[src/rtl/exec_sequencer.sv]
// Run/step/breakpoint sequencer for the multicycle CPU.
// Produces the global clock enable and the cycle/instruction counters.
module exec_sequencer #(
  parameter int PC_W  = 6,
  parameter int CNT_W = 16
) (
  input  logic             clock,
  input  logic             reset,
  input  logic             run,
  input  logic             step,
  input  logic             halt_req,
  input  logic             bp_en,
  input  logic [PC_W-1:0]  bp_addr,
  input  logic [PC_W-1:0]  pc,
  input  logic             fsm_at_if,
  input  logic             clr_cnt,
  output logic             cpu_en,
  output logic             halted,
  output logic             bp_hit,
  output logic [1:0]       mode,
  output logic [CNT_W-1:0] cycle_cnt,
  output logic [CNT_W-1:0] instr_cnt
);

  typedef enum logic [1:0] {
    S_HALT = 2'b00,
    S_RUN  = 2'b01,
    S_STEP = 2'b10
  } state_e;

  state_e state_q, state_d;

  logic run_q, step_q;
  logic armed_q, armed_d;
  logic started_q, started_d;
  logic bp_hit_q, bp_hit_d;
  logic [CNT_W-1:0] cyc_q, cyc_d;
  logic [CNT_W-1:0] ins_q, ins_d;

  logic run_rise, step_rise;
  logic bp_match, stop, retire;

  always_comb begin
    run_rise  = run & ~run_q;
    step_rise = step & ~step_q;
    bp_match  = bp_en & armed_q & (pc == bp_addr);
    state_d   = state_q;
    armed_d   = armed_q;
    started_d = started_q;
    bp_hit_d  = bp_hit_q;
    stop      = 1'b0;
    cpu_en    = 1'b0;

    unique case (state_q)
      S_HALT: begin
        if (run_rise && !halt_req) begin
          state_d  = S_RUN;
          armed_d  = 1'b0;
          bp_hit_d = 1'b0;
        end else if (step_rise) begin
          state_d   = S_STEP;
          started_d = 1'b0;
          bp_hit_d  = 1'b0;
        end
      end
      S_RUN: begin
        stop   = fsm_at_if & (~run | halt_req | bp_match);
        cpu_en = ~stop;
        if (fsm_at_if && !stop) armed_d = 1'b1;
        if (stop) begin
          state_d = S_HALT;
          if (bp_match) bp_hit_d = 1'b1;
        end
      end
      S_STEP: begin
        // started guards the IF of the stepped instruction itself
        stop   = fsm_at_if & started_q;
        cpu_en = ~stop;
        if (fsm_at_if && !stop) started_d = 1'b1;
        if (stop) state_d = S_HALT;
      end
      default: state_d = S_HALT;
    endcase

    retire = fsm_at_if & cpu_en;

    if (clr_cnt) begin
      cyc_d = '0;
      ins_d = '0;
    end else begin
      cyc_d = cpu_en ? cyc_q + CNT_W'(1) : cyc_q;
      ins_d = retire ? ins_q + CNT_W'(1) : ins_q;
    end
  end

  always_ff @(posedge clock or posedge reset) begin
    if (reset) begin
      state_q   <= S_HALT;
      run_q     <= 1'b1;
      step_q    <= 1'b1;
      armed_q   <= 1'b0;
      started_q <= 1'b0;
      bp_hit_q  <= 1'b0;
      cyc_q     <= '0;
      ins_q     <= '0;
    end else begin
      state_q   <= state_d;
      run_q     <= run;
      step_q    <= step;
      armed_q   <= armed_d;
      started_q <= started_d;
      bp_hit_q  <= bp_hit_d;
      cyc_q     <= cyc_d;
      ins_q     <= ins_d;
    end
  end

  assign halted    = (state_q == S_HALT);
  assign mode      = state_q;
  assign bp_hit    = bp_hit_q;
  assign cycle_cnt = cyc_q;
  assign instr_cnt = ins_q;

endmodule

[config.mk]
export PLATFORM = sky130hd
export DESIGN_NAME = exec_sequencer
export DESIGN_NICKNAME = d
export VERILOG_FILES = /design/src/rtl/exec_sequencer.sv
export SDC_FILE = /design/constraint.sdc
export NUM_CORES = 1
export LEC_CHECK = 0
export ABC_AREA = 1
export CORE_MARGIN = 3
export CORE_UTILIZATION = 50
export CTS_BUF_LIST = sky130_fd_sc_hd__clkbuf_8
export DETAILED_ROUTE_END_ITERATION = 7
export GPL_ROUTABILITY_DRIVEN = 1
export PLACE_DENSITY = 0.85
export SYNTH_ARGS = -nofsm -noshare
export SYNTH_HDL_FRONTEND = slang
export SYNTH_SLANG_ARGS = --single-unit
[constraint.sdc]
create_clock -name clock -period 1.7 [get_ports clock]
set_input_delay 0.34 -clock clock [delete_from_list [all_inputs] [get_ports clock]]
set_output_delay 0.34 -clock clock [all_outputs]
set_load 0.005 [all_outputs]
==> impl_metrics.tcl <==
set metrics [dict create \
    run_status "finished, violations left" \
    violations "setup timing" \
    place_congestion 0.897 \
    antenna_left 0 \
    grt_first_pass_wirelength_mm 11.0 \
    avgViaCountPerCell 5.22 \
    drt_wl_total_mm 6.69 \
    synth-main-ff-cell "dfrtp_1" \
    synth_top_cell_area_share 0.366 \
    cts_max_level 2 \
    clk_pin_slew_ns 0.08 \
    setup_viol 26 \
    cts_sinks 39 \
    p_clk_frac 0.219 \
    vias 2672 \
    synth.distinct_cells 33 \
    synth-async-reset-ratio 1.00 \
    nets 469 \
    synth_area_leaders "dfrtp_1 (37%), nand2_1 (15%), nand3_1 (7.7%), nor2_1 (6.8%), inv_1 (5.9%)" \
    globalRouteOverflowTotal 0 \
    synth_area_um2 2530 \
    synth_fa_ha_area_frac 0.0247 \
    fill_cells 394 \
    start_kind "primary input" \
    end_kind "output pin" \
    cts_tree "done" \
    combPwrFrac 0.398 \
    power.leakage_nw 1.67 \
    p_switching_mw 0.961 \
    grt_pass1_vias 2447 \
    hold_class "in2async" \
    cts_buffer_depth 2 \
    grt_max_degree 40 \
    drcViolationCount 0 \
    critPathMaxFanout 2 \
    cp.required_ns 1.36 \
    fin_ws_ns -0.200 \
    core_um2 4820 \
    port_buffers 56 \
    ys_seq_area_frac 0.386 \
    syn_avg_cell_area_um2 7.05 \
    rsz0062_at_grt "yes" \
    slew_viol_final 0 \
    synth_top_cell_by_area "dfrtp_1" \
    grt_use_total 0.226 \
    yosysWarnings 0 \
    fin_crit_ns 1.90 \
    die-area_um2 5950 \
    ios 57 \
    insertedDiodeCount 0 \
    rows 25 \
    cellPowerDensity_nw_per_um2 783 \
    seq_power_share 0.383 \
    die_w_um 77.2 \
    syn_inst 359 \
    seq_area_um2 983 \
    design_area_um2 3510 \
    fmax_ghz 0.526 \
    arrival_ns 1.56 \
    antenna_found_initial 0 \
    hold-worst-slack_ns 0.404 \
    p_sw_frac 0.349 \
    synth_edf_count 0 \
    cts_buffers 5 \
    areaGrowthSynthToFinish_pct 38.8 \
    synth_nets 384 \
    synth_common_cells "nand2_1 (104), nor2_1 (46), inv_1 (40)" \
    finalCritPeriodShare 1.12 \
    irDropWorstVdd_mv 0.467 \
    dpl-instance-area_um2 3350 \
    slew_headroom 0.733 \
    worst_pin_slew_ns 0.396 \
    power_mw 2.75 \
    crit_type "in2out" \
    clkLatencyLatePin_ns 0.30 \
    die_y_um 77.2 \
    dp_hpwl_mm 4.67 \
    drive_gt1_frac 0.164 \
    synth_xor_area_frac 0.0519 \
    multi_input_area_um2 1390 \
    internal-power_mw 1.79 \
    clock_skew_ns 0.0103 \
    synth_compound_area_frac 0.0711 \
    wl_per_cell_um 13.1 \
    synth_most_common_cell "nand2_1" \
    firstDrtPassIters 4 \
    clockRootBuffer "clkbuf_8" \
    hold_buffers 0 \
    synth.area.mux_share 0 \
    cap_violations 0 \
    timing_hold_violations_final 0 \
    first_iter_violations 172 \
    synth_top_family_by_area "simple AND/OR/NAND/NOR gates" \
    initial_core_util 0.526 \
    ys_ff_latch 39 \
    synthSimpleGateAreaFrac 0.381 \
]
==> placed cells by master (no fill, tap or decap), types with 10 or more instances in the layout <==
master and instances:
nand2_1 101, o21ai_0 10, dlygate4sd2_1 13, xor2_1 13, dfrtp_1 33, inv_1 41, nand3_1 39, nor2_1 41
clkdlybuf4s50_1 42, buf_4 30
==> stage by stage <==
step                setup TNS, ns  worst slack (ns)   util  cells
finish                      -1.01            -0.200  0.730    512
global route                -4.01            -0.289  0.730    512
CTS                         -1.16            -0.222  0.712    507
detailed placement         -16.30            -0.749  0.695    499
global placement           -13.99            -0.693  0.695    499
floorplan                       0             0.142      -    359
==> sequential cells by signal, summed over array words and instances (netlist names) <==
signal,cells
cycle_cnt,16
step_q,1
armed_q,1
bp_hit,1
instr_cnt,16
run_q,1
mode,2
started_q,1
==> power by group through the flow <==
| stage | logic [mW] | registers, mW | clock network, mW |
|---|---|---|---|
| 2_1_floorplan | 0.547 | 1.08 | 0 |
| 5_1_grt | 1.20 | 1.06 | 0.655 |
| 4_1_cts | 1.07 | 1.05 | 0.611 |
| 3_5_place_dp | 1.07 | 1.07 | 0 |
| 6_report | 1.10 | 1.05 | 0.601 |
| 3_3_place_gp | 1.04 | 1.07 | 0 |
==> path summary, 6_finish.rpt <==
kind | from | end | slack (ns) | cells after the start
max in group asynchronous | reset | step_q | 1.04 | 3
setup reg to reg | mode[0] | instr_cnt[12] | -0.05 | 10
setup / recovery | pc[5] | cpu_en | -0.20 | 11
min in group clock | step | step_q | 0.47 | 1
hold / removal | reset | instr_cnt[0] | 0.40 | 3
hold reg to reg | bp_hit | bp_hit | 0.51 | 2
==> routing by layer <==
metal	wire (um)	GRT usage
met1	2970	0.287
met2	3200	0.378
met4	118	0.0819
met3	407	0.0481
met5	0	0
==> critical path: stages <==
cell             delay, ns
clkdlybuf4s50_1       0.41
xor2_1                0.17
nor2_2                0.12
nand2_2               0.06
nand2_2               0.06
nand2_2               0.04
nand2_2               0.08
nand2_4               0.07
nand2_8               0.07
inv_6                 0.03
buf_6                 0.10
==> what timing repair did <==
action / 4_1_cts / 5_1_grt
endpoints found under the hold margin: 0 / 0
setup endpoints to repair: 34 / 37
buffers inserted: 0 / 6
gates resized for setup: 24 / 18
pin swaps: 10 / 10
==> cell families after synthesis <==
family,Yosys count
XOR/XNOR,15
adder cells (fa/ha/maj),5
buffers and inverters,52
AO/OA/AOI/OAI,30
flip-flops,39
AND/OR/NAND/NOR,218
==> cell type report <==
class	instances	share of cell area
inverters	42	0.0463
flip-flops and latches	39	0.280
repair buffers	88	0.231
clock buffers	5	0.0196
multi-input cells	268	0.396
clock inverters	3	0.00356
well taps	67	0.0239
(Power assumes the default switching activity.)
